$ cat config.mk
export PLATFORM = sky130hd
export DESIGN_NAME = multi_group_phase_reconstructor_flat
export DESIGN_NICKNAME = d
export VERILOG_FILES = /design/src/rtl/multi_group_phase_reconstructor_pkg.sv /design/src/rtl/multi_group_phase_reconstructor_if.sv /design/src/rtl/multi_group_phase_reconstructor_acc.sv /design/src/rtl/multi_group_phase_reconstructor.sv /design/src/flat_wrapper.sv
export SDC_FILE = /design/constraint.sdc
export NUM_CORES = 1
export LEC_CHECK = 0
export BUFFER_PORTS_ARGS = -buffer_cell sky130_fd_sc_hd__buf_2
export CAP_MARGIN = 10
export CORE_MARGIN = 1
export CORE_UTILIZATION = 50
export CTS_BUF_LIST = sky130_fd_sc_hd__clkbuf_4 sky130_fd_sc_hd__clkbuf_8
export DETAILED_ROUTE_END_ITERATION = 8
export GPL_TIMING_DRIVEN = 0
export HOLD_SLACK_MARGIN = 0.02
export PLACE_DENSITY = 0.69
export SYNTH_ARGS = -nofsm -noshare
export SYNTH_HDL_FRONTEND = slang
export SYNTH_HIERARCHICAL = 1
export SYNTH_SLANG_ARGS = --single-unit
$ cat constraint.sdc
create_clock -name clock -period 5.1 [get_ports clock]
set_input_delay 1.02 -clock clock [delete_from_list [all_inputs] [get_ports clock]]
set_output_delay 1.02 -clock clock [all_outputs]
set_load 0.02 [all_outputs]
$ cat src/rtl/multi_group_phase_reconstructor_pkg.sv
// Shared types and constants for the multi-group phase reconstructor:
// error-pulse bit positions and the two-state output FSM encoding.
package phase_reconstructor_pkg;

    localparam int ERR_DUPLICATE = 0;
    localparam int ERR_MISSING   = 1;
    localparam int ERR_GROUP     = 2;
    localparam int ERR_W         = 3;

    typedef enum logic {
        PASS = 1'b0,
        EMIT = 1'b1
    } state_e;

endpackage

$ cat src/rtl/multi_group_phase_reconstructor_if.sv
// AXI-stream style sample bus: data, destination, last marker and handshake.
interface multi_group_phase_reconstructor_if #(
    parameter int DATA_W = 16,
    parameter int DEST_W = 8
);
    logic              tvalid;
    logic              tready;
    logic              tlast;
    logic [DATA_W-1:0] tdata;
    logic [DEST_W-1:0] tdest;

    modport master (output tvalid, tdata, tdest, tlast, input tready);
    modport slave  (input tvalid, tdata, tdest, tlast, output tready);
endinterface

$ cat src/rtl/multi_group_phase_reconstructor_acc.sv
// Per-group accumulator, received mask and latched missing index, plus the
// negated-sum reconstruction. PHASE_RECONSTRUCTOR_SATURATION_EN clamps instead of wrapping.
module phase_group_accumulator #(
    parameter  int N_PHASES        = 6,
    parameter  int DATA_PATH_WIDTH = 16,
    localparam int PW              = $clog2(N_PHASES),
    localparam int ACC_W           = DATA_PATH_WIDTH + PW
) (
    input  logic                       clock,
    input  logic                       reset,
    input  logic [PW-1:0]              i_missing_phase,
    input  logic                       i_sel,
    input  logic                       i_clear,
    input  logic [PW-1:0]              i_phase,
    input  logic [DATA_PATH_WIDTH-1:0] i_sample,
    output logic                       o_hit_missing,
    output logic                       o_duplicate,
    output logic                       o_complete,
    output logic [PW-1:0]              o_missing,
    output logic [DATA_PATH_WIDTH-1:0] o_recon
);

    logic signed [ACC_W-1:0] r_acc;
    logic [N_PHASES-1:0]     r_mask;
    logic [PW-1:0]           r_missing;

    logic [PW-1:0]           w_miss_eff;
    logic [N_PHASES-1:0]     w_onehot;
    logic [N_PHASES-1:0]     w_need;
    logic [N_PHASES-1:0]     w_mask_nx;
    logic signed [ACC_W-1:0] w_ext;

    // An empty mask means no frame is open, so the port value is live.
    assign w_miss_eff    = (r_mask == '0) ? i_missing_phase : r_missing;
    assign w_onehot      = N_PHASES'(1) << i_phase;
    assign w_need        = ~(N_PHASES'(1) << w_miss_eff);
    assign o_hit_missing = (i_phase == w_miss_eff);
    assign o_duplicate   = |(r_mask & w_onehot);
    assign w_mask_nx     = o_duplicate ? w_onehot : (r_mask | w_onehot);
    assign o_complete    = !o_hit_missing && (w_mask_nx == w_need);
    assign o_missing     = r_missing;
    assign w_ext         = {{PW{i_sample[DATA_PATH_WIDTH-1]}}, i_sample};

    always_ff @(posedge clock) begin
        if (!reset) begin
            r_acc     <= '0;
            r_mask    <= '0;
            r_missing <= i_missing_phase;
        end else if (i_clear) begin
            r_acc     <= '0;
            r_mask    <= '0;
            r_missing <= i_missing_phase;
        end else begin
            if (r_mask == '0)
                r_missing <= i_missing_phase;
            if (i_sel && !o_hit_missing) begin
                r_acc  <= o_duplicate ? w_ext : r_acc + w_ext;
                r_mask <= w_mask_nx;
            end
        end
    end

`ifdef PHASE_RECONSTRUCTOR_SATURATION_EN
    localparam logic signed [ACC_W-1:0] SAT_HI = ACC_W'((64'sd1 <<< (DATA_PATH_WIDTH - 1)) - 64'sd1);
    localparam logic signed [ACC_W-1:0] SAT_LO = ~SAT_HI;

    logic signed [ACC_W-1:0] w_neg;
    assign w_neg = -r_acc;

    always_comb begin
        o_recon = w_neg[DATA_PATH_WIDTH-1:0];
        if (w_neg > SAT_HI)
            o_recon = SAT_HI[DATA_PATH_WIDTH-1:0];
        else if (w_neg < SAT_LO)
            o_recon = SAT_LO[DATA_PATH_WIDTH-1:0];
    end
`else
    assign o_recon = DATA_PATH_WIDTH'(-r_acc);
`endif

endmodule

$ cat src/rtl/multi_group_phase_reconstructor.sv
// Forwards phase samples from N_GROUPS polyphase groups and, per completed
// group frame, appends the missing phase as the negated sum (tlast=1).
module multi_group_phase_reconstructor
    import phase_reconstructor_pkg::*;
#(
    parameter  int N_PHASES        = 6,
    parameter  int N_GROUPS        = 2,
    parameter  int DATA_PATH_WIDTH = 16,
    parameter  int DEST_WIDTH      = 8,
    localparam int PW              = $clog2(N_PHASES),
    localparam int GW              = (N_GROUPS > 1) ? $clog2(N_GROUPS) : 1
) (
    input  logic                               clock,
    input  logic                               reset,
    input  logic [PW-1:0]                      i_missing_phase,
    multi_group_phase_reconstructor_if.slave   i_phases_in,
    multi_group_phase_reconstructor_if.master  o_phases_out,
    output logic [ERR_W-1:0]                   o_error_pulse
);

    state_e r_state, w_state_nx;

    logic                       r_out_valid;
    logic                       r_out_last;
    logic [DATA_PATH_WIDTH-1:0] r_out_data;
    logic [DEST_WIDTH-1:0]      r_out_dest;
    logic [GW-1:0]              r_emit_grp;
    logic [ERR_W-1:0]           r_err;

    logic                       w_in_ready;
    logic                       w_accept;
    logic                       w_grp_ok;
    logic [GW-1:0]              w_grp;
    logic [PW-1:0]              w_phase;
    logic                       w_cur_hit, w_cur_dup, w_cur_cmpl;
    logic                       w_fwd, w_go_emit, w_emit_done;
    logic [DATA_PATH_WIDTH-1:0] w_emit_recon;
    logic [DEST_WIDTH-1:0]      w_emit_dest;
    logic                       w_unused_tlast;

    logic [N_GROUPS-1:0]                      w_addr, w_sel, w_clr, w_hit, w_dup, w_cmpl;
    logic [N_GROUPS-1:0][PW-1:0]              w_miss;
    logic [N_GROUPS-1:0][DATA_PATH_WIDTH-1:0] w_recon;

    assign w_unused_tlast = i_phases_in.tlast;

    assign w_grp_ok = (i_phases_in.tdest / DEST_WIDTH'(N_PHASES)) < DEST_WIDTH'(N_GROUPS);
    assign w_grp    = GW'(i_phases_in.tdest / DEST_WIDTH'(N_PHASES));
    assign w_phase  = PW'(i_phases_in.tdest % DEST_WIDTH'(N_PHASES));
    assign w_accept = i_phases_in.tvalid && w_in_ready;

    assign w_cur_hit  = |(w_hit & w_addr);
    assign w_cur_dup  = |(w_dup & w_addr);
    assign w_cur_cmpl = |(w_cmpl & w_addr);

    assign w_fwd       = w_accept && w_grp_ok && !w_cur_hit;
    assign w_go_emit   = w_fwd && w_cur_cmpl;
    assign w_emit_done = (r_state == EMIT) && r_out_valid && r_out_last && o_phases_out.tready;

    assign w_emit_recon = w_recon[r_emit_grp];
    assign w_emit_dest  = DEST_WIDTH'(int'(r_emit_grp) * N_PHASES + int'(w_miss[r_emit_grp]));

    for (genvar g = 0; g < N_GROUPS; g++) begin : g_grp
        assign w_addr[g] = w_grp_ok && (w_grp == GW'(g));
        assign w_sel[g]  = w_accept && w_addr[g];
        assign w_clr[g]  = w_emit_done && (r_emit_grp == GW'(g));

        phase_group_accumulator #(
            .N_PHASES        (N_PHASES),
            .DATA_PATH_WIDTH (DATA_PATH_WIDTH)
        ) u_acc (
            .clock           (clock),
            .reset           (reset),
            .i_missing_phase (i_missing_phase),
            .i_sel           (w_sel[g]),
            .i_clear         (w_clr[g]),
            .i_phase         (w_phase),
            .i_sample        (i_phases_in.tdata),
            .o_hit_missing   (w_hit[g]),
            .o_duplicate     (w_dup[g]),
            .o_complete      (w_cmpl[g]),
            .o_missing       (w_miss[g]),
            .o_recon         (w_recon[g])
        );
    end

    always_ff @(posedge clock) begin
        if (!reset)
            r_state <= PASS;
        else
            r_state <= w_state_nx;
    end

    always_comb begin
        w_state_nx = r_state;
        w_in_ready = 1'b0;
        case (r_state)
            PASS: begin
                w_in_ready = reset && (!r_out_valid || o_phases_out.tready);
                if (w_go_emit)
                    w_state_nx = EMIT;
            end
            EMIT: begin
                if (w_emit_done)
                    w_state_nx = PASS;
            end
            default: w_state_nx = PASS;
        endcase
    end

    always_ff @(posedge clock) begin
        if (!reset)
            r_emit_grp <= '0;
        else if (w_go_emit)
            r_emit_grp <= w_grp;
    end

    // In EMIT, tlast doubles as "reconstructed beat already loaded".
    always_ff @(posedge clock) begin
        if (!reset) begin
            r_out_valid <= 1'b0;
            r_out_last  <= 1'b0;
            r_out_data  <= '0;
            r_out_dest  <= '0;
        end else if (r_state == PASS) begin
            if (w_fwd) begin
                r_out_valid <= 1'b1;
                r_out_last  <= 1'b0;
                r_out_data  <= i_phases_in.tdata;
                r_out_dest  <= i_phases_in.tdest;
            end else if (o_phases_out.tready) begin
                r_out_valid <= 1'b0;
            end
        end else if (r_out_last) begin
            if (o_phases_out.tready) begin
                r_out_valid <= 1'b0;
                r_out_last  <= 1'b0;
            end
        end else if (!r_out_valid || o_phases_out.tready) begin
            r_out_valid <= 1'b1;
            r_out_last  <= 1'b1;
            r_out_data  <= w_emit_recon;
            r_out_dest  <= w_emit_dest;
        end
    end

    always_ff @(posedge clock) begin
        if (!reset) begin
            r_err <= '0;
        end else begin
            r_err[ERR_GROUP]     <= w_accept && !w_grp_ok;
            r_err[ERR_MISSING]   <= w_accept && w_grp_ok && w_cur_hit;
            r_err[ERR_DUPLICATE] <= w_fwd && w_cur_dup;
        end
    end

    assign i_phases_in.tready  = w_in_ready;
    assign o_phases_out.tvalid = r_out_valid;
    assign o_phases_out.tlast  = r_out_last;
    assign o_phases_out.tdata  = r_out_data;
    assign o_phases_out.tdest  = r_out_dest;
    assign o_error_pulse       = r_err;

endmodule
$ cat src/flat_wrapper.sv
// flat-port wrapper written by rule: the top's interface ports become plain ports
module multi_group_phase_reconstructor_flat import phase_reconstructor_pkg::*;
#(
    parameter  int N_PHASES        = 6,
    parameter  int N_GROUPS        = 2,
    parameter  int DATA_PATH_WIDTH = 16,
    parameter  int DEST_WIDTH      = 8,
    localparam int PW              = $clog2(N_PHASES),
    localparam int GW              = (N_GROUPS > 1) ? $clog2(N_GROUPS) : 1
)
  (clock, reset, i_missing_phase, o_error_pulse, i_phases_in_tvalid, i_phases_in_tdata, i_phases_in_tdest, i_phases_in_tlast, i_phases_in_tready, o_phases_out_tvalid, o_phases_out_tdata, o_phases_out_tdest, o_phases_out_tlast, o_phases_out_tready);
  multi_group_phase_reconstructor_if i_phases_in_i ();
  multi_group_phase_reconstructor_if o_phases_out_i ();
  input  logic clock;
  input  logic reset;
  input  logic [PW-1:0] i_missing_phase;
  output logic [ERR_W-1:0] o_error_pulse;
  input wire logic [$bits(i_phases_in_i.tvalid)-1:0] i_phases_in_tvalid;
  input wire logic [$bits(i_phases_in_i.tdata)-1:0] i_phases_in_tdata;
  input wire logic [$bits(i_phases_in_i.tdest)-1:0] i_phases_in_tdest;
  input wire logic [$bits(i_phases_in_i.tlast)-1:0] i_phases_in_tlast;
  output wire logic [$bits(i_phases_in_i.tready)-1:0] i_phases_in_tready;
  output wire logic [$bits(o_phases_out_i.tvalid)-1:0] o_phases_out_tvalid;
  output wire logic [$bits(o_phases_out_i.tdata)-1:0] o_phases_out_tdata;
  output wire logic [$bits(o_phases_out_i.tdest)-1:0] o_phases_out_tdest;
  output wire logic [$bits(o_phases_out_i.tlast)-1:0] o_phases_out_tlast;
  input wire logic [$bits(o_phases_out_i.tready)-1:0] o_phases_out_tready;
  assign i_phases_in_i.tvalid = i_phases_in_tvalid;
  assign i_phases_in_i.tdata = i_phases_in_tdata;
  assign i_phases_in_i.tdest = i_phases_in_tdest;
  assign i_phases_in_i.tlast = i_phases_in_tlast;
  assign i_phases_in_tready = i_phases_in_i.tready;
  assign o_phases_out_tvalid = o_phases_out_i.tvalid;
  assign o_phases_out_tdata = o_phases_out_i.tdata;
  assign o_phases_out_tdest = o_phases_out_i.tdest;
  assign o_phases_out_tlast = o_phases_out_i.tlast;
  assign o_phases_out_i.tready = o_phases_out_tready;
  multi_group_phase_reconstructor #(.N_PHASES(N_PHASES), .N_GROUPS(N_GROUPS), .DATA_PATH_WIDTH(DATA_PATH_WIDTH), .DEST_WIDTH(DEST_WIDTH)) u_core (.clock(clock), .reset(reset), .i_missing_phase(i_missing_phase), .i_phases_in(i_phases_in_i), .o_phases_out(o_phases_out_i), .o_error_pulse(o_error_pulse));
endmodule
==> results of run 1 <==
worst min-delay path: cells and delay by family, from the launching register on:
family           cells  cell delay (ps)
multiplexers         1               50
flip-flops           1              310
AND/OR/NAND/NOR      1               50
path summary, 6_finish.rpt:
path                               endpoint  slack (ps)  cells past startpoint
max                          u_core/r_state         430                     18
min           u_core/o_phases_out.tdata[10]         460                      2
max reg2reg  u_core/g_grp[0].u_acc/r_acc[8]        2280                      8
min reg2reg   u_core/o_phases_out.tdata[10]         460                      2
per-layer routing:
metal / vias up / GRT usage / part of all wire
met5: - / 0 / 0
met4: 0 / 0.0856 / 0.021
met3: 27 / 0.0448 / 0.053
met2: 198 / 0.495 / 0.48
met1: 3313 / 0.372 / 0.45
li1: 3443 / - / -
state kept, by name (all words and copies together), names as in the netlist, 3 cells and up:
name and count:
u_core/g_grp.u_acc/o_missing 6, u_core/o_error_pulse 3, u_core/g_grp.u_acc/r_acc 32, u_core/o_phases_out.tdest 8, u_core/o_phases_out.tdata 16, u_core/g_grp.u_acc/r_mask 12
placed cells by master, fill, tap and decap left out, types with 31 or more instances in the layout:
cell	Yosys	layout
a21oi_1	63	63
nand2_1	117	117
ha_1	33	33
inv_1	33	33
o21ai_0	54	54
nor3_1	32	32
nor2_1	69	69
dfxtp_1	81	81
buf_2	9	66
mux2i_1	43	43
xnor2_1	31	31
power by group through the flow:
stage	sequential, mW	clock (mW)	combinational [mW]
finish	0.648	0.544	0.321
global route	0.650	0.580	0.352
CTS	0.648	0.555	0.319
detailed placement	0.663	0	0.317
global placement	0.663	0	0.314
floorplan	0.662	0	0.230
stage by stage:
step | std cells | hold WS (ps) | setup WS, ps | power, mW | area (µm²)
2_1_floorplan | 906 | 488 | 656 | 0.893 | 7060
3_3_place_gp | 1143 | 445 | 142 | 0.977 | 7570
3_5_place_dp | 1143 | 454 | 95.4 | 0.980 | 7570
4_1_cts | 1159 | 466 | 491 | 1.52 | 7780
5_1_grt | 1159 | 486 | 266 | 1.58 | 7780
6_report | 1159 | 460 | 427 | 1.51 | 7780
area by class of cell:
type | count | area [µm²] | share of cell area
timing repair buffer | 57 | 285 | 0.0366
sequential | 81 | 1620 | 0.208
tap | 180 | 225 | 0.0289
buffer | 49 | 297 | 0.0381
clock inverter | 5 | 80.1 | 0.0103
clock buffer | 11 | 139 | 0.0178
inverter | 33 | 124 | 0.0159
multi-input combinational | 743 | 5010 | 0.644
cell families (layout without fill, tap and decap cells):
| logic type | Yosys count | in the layout |
|---|---|---|
| AO/OA/AOI/OAI | 276 | 276 |
| XOR/XNOR | 47 | 47 |
| adder cells (fa/ha/maj) | 36 | 36 |
| buffers and inverters | 82 | 155 |
| flip-flops | 81 | 81 |
| multiplexers | 51 | 51 |
| AND/OR/NAND/NOR | 333 | 333 |
==> impl_metrics.py, run 1 <==
metrics = {
    "timing": {
        "finalClockSkew_ps": 12.1,
        "worst_slew_pin_slew_ps": 715,
        "min_period_ps": 4670,
        "maxSlewHeadroom": 0.524,
        "max_freq_mhz": 214,
        "setup_violations": 0,
        "drv_slew": 0,
        "min_period_over_period": 0.916,
        "hold_violations": 0,
        "fin_tns_setup_ps": 0,
        "rsz0062_at_grt": "no",
    },
    "floorplan": {
        "ios": 62,
        "die_y_um": 121,
        "dieArea_mm2": 0.0146,
        "placementRows": 43,
        "coreArea_mm2": 0.0138,
        "fp.dieW_um": 121,
        "initial_core_util": 0.510,
    },
    "route": {
        "detail_route.first_pass.iterations": 5,
        "drt_iter0_markers": 474,
        "drc": 0,
        "via_per_inst": 6.02,
        "vias": 6981,
        "postRouteAntennaNets": 0,
        "post_drt_wl_per_cell_um": 17.6,
        "totalWireLength_mm": 20.4,
    },
    "pwr": {
        "leakage_nw": 3.39,
        "peakVddDrop_mv": 0.154,
        "comb_power_share": 0.212,
        "p_clk_frac": 0.359,
        "p_int_mw": 1.05,
        "powerDensity_mw_per_mm2": 194,
        "sw_frac_of_total": 0.305,
        "seqPwrFrac": 0.428,
        "power.switching_uw": 462,
    },
    "setup_path": {
        "critPathCaptureType": "flip-flop",
        "startpoint": "i_phases_in_tdest[6]",
        "worstPathMaxFanout": 14,
        "critical_path.cell_chain": "buf_2 -> or4b_1 -> mux2i_1 -> a2bb2oi_1 -> or3_4 -> nor2_1 -> mux2_2 -> nand3b_1 -> o22a_1 -> and2_1 -> buf_6 -> a21oi_1 -> nand2_1 -> a311o_1 -> nor4b_2 -> nand2_1 -> o21ba_2 -> a21oi_1",
        "critPathTopFamily": "simple AND/OR/NAND/NOR gates",
        "critPathBufInv": 2,
        "cp_data_arrival_time_ps": 4980,
        "timing.rr.start": "u_core/r_state",
        "max_stage_delay_ps": 520,
        "cp-start-kind": "primary input",
        "crit_path_top_delay_cell": "or4b_1",
        "required_ps": 5410,
        "worstSetupPathType": "in2reg",
    },
    "run_status": {
        "status": "finished, final reports clean",
    },
    "final_layout": {
        "n_antenna_cell": 0,
        "fill_cells": 1367,
        "fin_nets": 1042,
        "area_delta_synth_final_pct": 10.3,
        "final_core_util": 0.563,
        "drive_above_1_share": 0.150,
    },
    "global_routing": {
        "antenna_found_initial": 0,
        "grt_remaining_overflow": 0,
        "grt_max_degree": 15,
        "grt_pass1_vias": 6470,
        "grt_usage": 0.289,
        "grt_pass1_wl_mm": 33.0,
    },
    "synth": {
        "synth.area.mux_share": 0.0748,
        "syn_area_mm2": 0.00706,
        "synth.most_common_cell": "nand2_1",
        "seq_area_frac_synth": 0.230,
        "ys_ff_latch": 81,
        "synth_top_family_by_area": "compound AO/OA/AOI/OAI gates",
        "yosys.area_share.xor_xnor": 0.0594,
        "synth_top_area_frac": 0.230,
        "synth_edf_count": 0,
        "yosys.area_share.simple": 0.239,
        "synthCells": 906,
        "synth_compound_area_frac": 0.271,
        "synthTopCellsByCount": "nand2_1, dfxtp_1, nor2_1",
        "synthesis.nets": 974,
        "yosysTopAreaCell": "dfxtp_1",
        "synth-adder-area-share": 0.0670,
        "ys_types": 86,
        "synthFlopType": "dfxtp_1",
        "yosys_warnings": 6,
        "syn_avg_cell_area_um2": 7.79,
        "async_flop_share": 0,
        "synthTopCellsByArea": "dfxtp_1, nand2_1, mux2i_1",
    },
    "clock_tree": {
        "ctsHoldBuffers": 0,
        "cts_tree": "built",
        "cts_root_buffer": "clkbuf_8",
        "cts.sinks": 81,
        "clk_pin_slew_worst_paths_ps": 90,
        "clock_path_buffers": 2,
        "cts_buffers": 9,
        "insertion_delay_ps": 370,
        "cts_max_level": 3,
        "post_cts_buffers": 0,
        "cts-resized-gates": 0,
    },
    "placed_design": {
        "portBuffers": 57,
        "routabilityCongestion": 0.875,
        "place_hpwl_mm": 15.8,
    },
    "flow_run": {
        "maxCapViolCount": 0,
    },
    "hold_path": {
        "hp-class": "reg2reg",
        "worst_hold_startpoint": "u_core/o_phases_out.tdata[10]",
    },
}
Power figures use the tool's default switching activity.
==> run 2: changes to the inputs <==
--- a/config.mk
+++ b/config.mk
@@ -7,13 +7,16 @@
 export LEC_CHECK = 0
 export BUFFER_PORTS_ARGS = -buffer_cell sky130_fd_sc_hd__buf_2
 export CAP_MARGIN = 10
-export CORE_MARGIN = 1
-export CORE_UTILIZATION = 50
+export CELL_PAD_IN_SITES_DETAIL_PLACEMENT = 1
+export CELL_PAD_IN_SITES_GLOBAL_PLACEMENT = 1
+export CORE_MARGIN = 2
+export CORE_UTILIZATION = 47
 export CTS_BUF_LIST = sky130_fd_sc_hd__clkbuf_4 sky130_fd_sc_hd__clkbuf_8
 export DETAILED_ROUTE_END_ITERATION = 8
+export GPL_ROUTABILITY_DRIVEN = 1
 export GPL_TIMING_DRIVEN = 0
 export HOLD_SLACK_MARGIN = 0.02
-export PLACE_DENSITY = 0.69
+export PLACE_DENSITY_LB_ADDON = 0.1
 export SYNTH_ARGS = -nofsm -noshare
 export SYNTH_HDL_FRONTEND = slang
 export SYNTH_HIERARCHICAL = 1
==> impl_metrics.py, run 2 (synthesis gave the netlist of run 1 again) <==
metrics = {
    "flow_run": {
        "maxCapViolCount": 0,
    },
    "clock_tree": {
        "ctsHoldBuffers": 0,
        "insertion_delay_ps": 390,
        "cts_root_buffer": "clkbuf_8",
        "cts-resized-gates": 0,
        "cts.sinks": 81,
        "clk_pin_slew_worst_paths_ps": 90,
        "clock_path_buffers": 2,
        "cts_max_level": 3,
        "post_cts_buffers": 0,
        "cts_tree": "built",
        "cts_buffers": 9,
    },
    "global_routing": {
        "grtUsageMet1": 0.381,
        "grt-busiest-layer": "met2",
        "grt_max_degree": 15,
        "antenna_found_initial": 0,
        "grt_usage": 0.297,
        "grt.met3_usage": 0.0498,
        "grt_pass1_vias": 7195,
        "use_met2": 0.517,
        "grt_remaining_overflow": 0,
        "grt_pass1_wl_mm": 38.0,
    },
    "final_layout": {
        "n_antenna_cell": 0,
        "final_core_util": 0.535,
        "final_common_cell": "nand2_1",
        "regMostFlops": "u_core/g_grp.u_acc/r_acc",
        "area_delta_synth_final_pct": 10.6,
        "layout_common_cells": "nand2_1, dfxtp_1, nor2_1, buf_2, a21oi_1",
        "final_cells": 1163,
        "drive_above_1_share": 0.150,
        "fin_nets": 1042,
        "largest_reg_flops": 32,
    },
    "pwr": {
        "p_total_mw": 1.55,
        "powerDensity_mw_per_mm2": 199,
        "p_clk_frac": 0.369,
        "sw_frac_of_total": 0.309,
        "peakVddDrop_mv": 0.142,
        "p_int_mw": 1.07,
        "seqPwrFrac": 0.418,
        "comb_power_share": 0.213,
        "power.switching_uw": 479,
        "leakage_nw": 3.40,
    },
    "route": {
        "drt_iter0_markers": 410,
        "detail_route.first_pass.iterations": 5,
        "postRouteAntennaNets": 0,
        "totalWireLength_mm": 23.6,
        "post_drt_wl_per_cell_um": 20.3,
        "via_per_inst": 6.17,
        "vias": 7174,
        "drc": 0,
    },
    "setup_path": {
        "reg2regPathDepth": 8,
        "critical_path.cell_chain": "buf_2 -> buf_6 -> xnor2_2 -> a211oi_2 -> a211oi_1 -> or3_4 -> mux2_2 -> buf_2 -> nor4b_1 -> a31oi_2 -> and2_1 -> buf_6 -> a21oi_1 -> nand2_1 -> a311o_1 -> nor4b_2 -> nand2_1 -> o21ba_2 -> a21oi_1",
        "max_stage_delay_ps": 420,
        "worstSetupPathType": "in2reg",
        "worstPathMaxFanout": 10,
        "critPathCaptureType": "flip-flop",
        "cp_data_arrival_time_ps": 5020,
        "crit_path_top_delay_cell": "or3_4",
        "timing.rr.start": "u_core/r_state",
        "r2r_end": "u_core/g_grp[0].u_acc/r_acc[3]",
        "required_ps": 5430,
        "ff2ff_setup_slack_ps": 2080,
        "cp-start-kind": "primary input",
    },
    "timing": {
        "drv_slew": 0,
        "maxSlewHeadroom": 0.497,
        "setup_violations": 0,
        "min_period_over_period": 0.921,
        "holdWs_ps": 464,
        "finalClockSkew_ps": 12.6,
        "min_period_ps": 4700,
        "rsz0062_at_grt": "no",
        "fin_tns_setup_ps": 0,
        "max_freq_mhz": 213,
        "worst_slew_pin_slew_ps": 754,
        "hold_violations": 0,
    },
    "floorplan": {
        "fp.dieW_um": 127,
        "ios": 62,
        "placementRows": 44,
        "dieArea_mm2": 0.0160,
        "coreArea_mm2": 0.0146,
        "die_y_um": 127,
        "initial_core_util": 0.484,
    },
    "hold_path": {
        "hp-class": "reg2reg",
        "worst_hold_startpoint": "u_core/o_phases_out.tdata[9]",
        "hold_end": "u_core/o_phases_out.tdata[9]",
        "holdPathStages": 2,
    },
    "placed_design": {
        "portBuffers": 57,
        "dp.cells": 1147,
        "routabilityCongestion": 0.882,
        "place_hpwl_mm": 18.2,
    },
    "run_status": {
        "status": "finished, final reports clean",
    },
}
[run 2: changes by cell type in the layout (fill, tap and decap cells not counted)]
| cell | delta |
|---|---|
| clkbuf_8 | +2 |
| clkinv_2 | -1 |
| clkbuf_4 | -1 |
[run 2: area by class of cell]
cell class / count / area (µm²)
plain buffers: 49 / 297
clock inverters: 4 / 75.1
inverters: 33 / 124
clock buffers: 12 / 159
fillers: 1898 / 6780
well taps: 184 / 230
flip-flops and latches: 81 / 1620
repair buffers: 57 / 285
multi-input cells: 743 / 5010
[run 2: worst max path at each step]
stage	startpoint	endpoint	slack (ps)	depth (start not counted)
2_1_floorplan	i_phases_in_tdest[3]	u_core/r_state	660	18
3_3_place_gp	i_phases_in_tdest[6]	u_core/r_state	140	18
3_5_place_dp	i_phases_in_tdest[6]	u_core/r_state	80	19
4_1_cts	i_phases_in_tdest[6]	u_core/r_state	450	19
5_1_grt	i_phases_in_tdest[6]	u_core/r_state	80	19
6_report	i_phases_in_tdest[6]	u_core/r_state	400	19
[run 2: routing by layer]
layer,up-vias,wire length [µm],share of wire
met1,3553,10600,0.45
met4,0,461,0.020
met5,-,0,0
li1,3442,-,-
met3,29,927,0.039
met2,150,11600,0.49
[run 2: through the flow]
| step | instance area (µm²) | setup slack, ps |
|---|---|---|
| finish | 7800 | 404 |
| global route | 7800 | 77.7 |
| CTS | 7800 | 449 |
| detailed placement | 7570 | 75.6 |
| global placement | 7570 | 142 |
| floorplan | 7060 | 656 |
[run 2: power by group through the flow]
stage | clock network, mW | registers, mW | logic, mW
floorplan | 0 | 0.662 | 0.230
global placement | 0 | 0.663 | 0.319
detailed placement | 0 | 0.664 | 0.326
CTS | 0.587 | 0.649 | 0.329
global route | 0.607 | 0.650 | 0.364
finish | 0.572 | 0.649 | 0.332
[run 2: worst max-delay path, delay by kind of cell]
kind / cells / cell delay (ps)
simple gates: 6 / 1510
compound gates: 7 / 1420
buf+inv: 4 / 590
mux: 1 / 310
xor+xnor: 1 / 150
==> run 3: changes to the inputs <==
--- a/config.mk
+++ b/config.mk
@@ -17,6 +17,7 @@
 export GPL_TIMING_DRIVEN = 0
 export HOLD_SLACK_MARGIN = 0.02
 export PLACE_DENSITY_LB_ADDON = 0.1
+export RECOVER_POWER = 25
 export SYNTH_ARGS = -nofsm -noshare
 export SYNTH_HDL_FRONTEND = slang
 export SYNTH_HIERARCHICAL = 1
==> impl_metrics.py, run 3 (synthesis gave the netlist of run 1 again) <==
metrics = {
    "clock_tree": {
        "clock_path_buffers": 2,
        "cts_root_buffer": "clkbuf_8",
        "cts_tree": "built",
        "cts_max_level": 3,
        "cts-resized-gates": 0,
        "cts.sinks": 81,
        "clk_pin_slew_worst_paths_ps": 90,
        "ctsHoldBuffers": 0,
        "cts_buffers": 9,
        "post_cts_buffers": 0,
        "insertion_delay_ps": 390,
    },
    "pwr": {
        "p_total_mw": 1.55,
        "powerDensity_mw_per_mm2": 200,
        "peakVddDrop_mv": 0.142,
        "leakage_nw": 3.28,
    },
    "floorplan": {
        "die_y_um": 127,
        "coreArea_mm2": 0.0146,
        "fp.dieW_um": 127,
        "placementRows": 44,
        "dieArea_mm2": 0.0160,
        "initial_core_util": 0.484,
        "ios": 62,
    },
    "setup_path": {
        "max_stage_delay_ps": 420,
        "cp-start-kind": "primary input",
        "required_ps": 5430,
        "critical_path.cell_chain": "buf_2 -> buf_6 -> xnor2_2 -> a211oi_2 -> a211oi_1 -> or3_4 -> mux2_2 -> buf_2 -> nor4b_1 -> a31oi_2 -> and2_1 -> buf_6 -> a21oi_1 -> nand2_1 -> a311o_1 -> nor4b_2 -> nand2_1 -> o21ba_2 -> a21oi_1",
        "cp_data_arrival_time_ps": 5030,
        "critPathCaptureType": "flip-flop",
        "crit_path_top_delay_cell": "or3_4",
        "worstPathMaxFanout": 10,
        "worstSetupPathType": "in2reg",
    },
    "timing": {
        "worst_slew_pin_slew_ps": 753,
        "hold_violations": 0,
        "finalClockSkew_ps": 12.3,
        "maxSlewHeadroom": 0.498,
        "fin_tns_setup_ps": 0,
        "holdWs_ps": 467,
        "drv_slew": 0,
        "max_freq_mhz": 212,
        "min_period_over_period": 0.923,
        "min_period_ps": 4710,
        "setup_violations": 0,
        "rsz0062_at_grt": "no",
        "fin_ws_ps": 392,
    },
    "global_routing": {
        "grt_max_degree": 15,
        "grt_remaining_overflow": 0,
        "antenna_found_initial": 0,
        "grt_usage": 0.297,
        "grt_pass1_wl_mm": 38.0,
        "grt_pass1_vias": 7195,
    },
    "final_layout": {
        "final_common_cell": "nand2_1",
        "largest_reg_flops": 32,
        "drive_above_1_share": 0.124,
        "layout_common_cells": "nand2_1, dfxtp_1, nor2_1, a21oi_1, o21ai_0",
        "area_delta_synth_final_pct": 10.2,
        "final_cells": 1163,
        "finalInstanceArea_mm2": 0.00777,
        "n_antenna_cell": 0,
        "final_core_util": 0.533,
        "fin_nets": 1042,
        "regMostFlops": "u_core/g_grp.u_acc/r_acc",
    },
    "hold_path": {
        "hp-class": "reg2reg",
    },
    "placed_design": {
        "place_hpwl_mm": 18.2,
        "dp.cells": 1147,
        "portBuffers": 57,
        "post_dp_cell_area_mm2": 0.00757,
        "routabilityCongestion": 0.882,
        "place_worst_setup_slack_ps": 75.6,
    },
    "route": {
        "postRouteAntennaNets": 0,
        "vias": 7177,
        "post_drt_wl_per_cell_um": 20.4,
        "detail_route.first_pass.iterations": 5,
        "drt_iter0_markers": 410,
        "via_per_inst": 6.17,
        "totalWireLength_mm": 23.7,
        "drc": 0,
    },
    "run_status": {
        "status": "finished, final reports clean",
    },
    "flow_run": {
        "maxCapViolCount": 0,
    },
}
==> run 3: cell count changes in the layout (fill, tap and decap cells not counted) <==
cell	before	now
buf_2	66	40
and2_1	9	8
and2_0	0	1
clkbuf_1	22	48
==> run 3: critical path: cells and delay by family <==
kind | cells | cell delay, ps
buffers and inverters | 4 | 600
AND/OR/NAND/NOR | 6 | 1530
multiplexers | 1 | 310
AO/OA/AOI/OAI | 7 | 1420
XOR/XNOR | 1 | 150
==> run 3: layout make-up <==
class,instances,area (µm²)
plain buffers,49,297
flip-flops and latches,81,1620
well taps,184,230
repair buffers,57,253
clock inverters,4,75.1
clock buffers,12,159
inverters,33,124
multi-input cells,743,5010
fillers,1908,6820
==> run 3: path summary, 6_finish.rpt <==
kind                                startpoint                             end  slack [ps]  cells past startpoint
hold / removal    u_core/o_phases_out.tdata[9]    u_core/o_phases_out.tdata[9]         470                      2
setup / recovery          i_phases_in_tdest[6]                  u_core/r_state         390                     19
setup reg to reg                u_core/r_state  u_core/g_grp[0].u_acc/r_acc[3]        2050                      8
hold reg to reg   u_core/o_phases_out.tdata[9]    u_core/o_phases_out.tdata[9]         470                      2
==> run 3: routing by layer <==
layer  GRT usage  vias up  share of wire
met2       0.517      150           0.49
met1       0.381     3560           0.44
met4      0.0782        0          0.020
met3      0.0498       31          0.045
met5           0        -              0
li1            -     3436              -
==> run 3: power by group <==
| part | switching (mW) | internal, mW |
|---|---|---|
| registers | 0.00956 | 0.639 |
| clock network | 0.266 | 0.308 |
| logic | 0.205 | 0.126 |
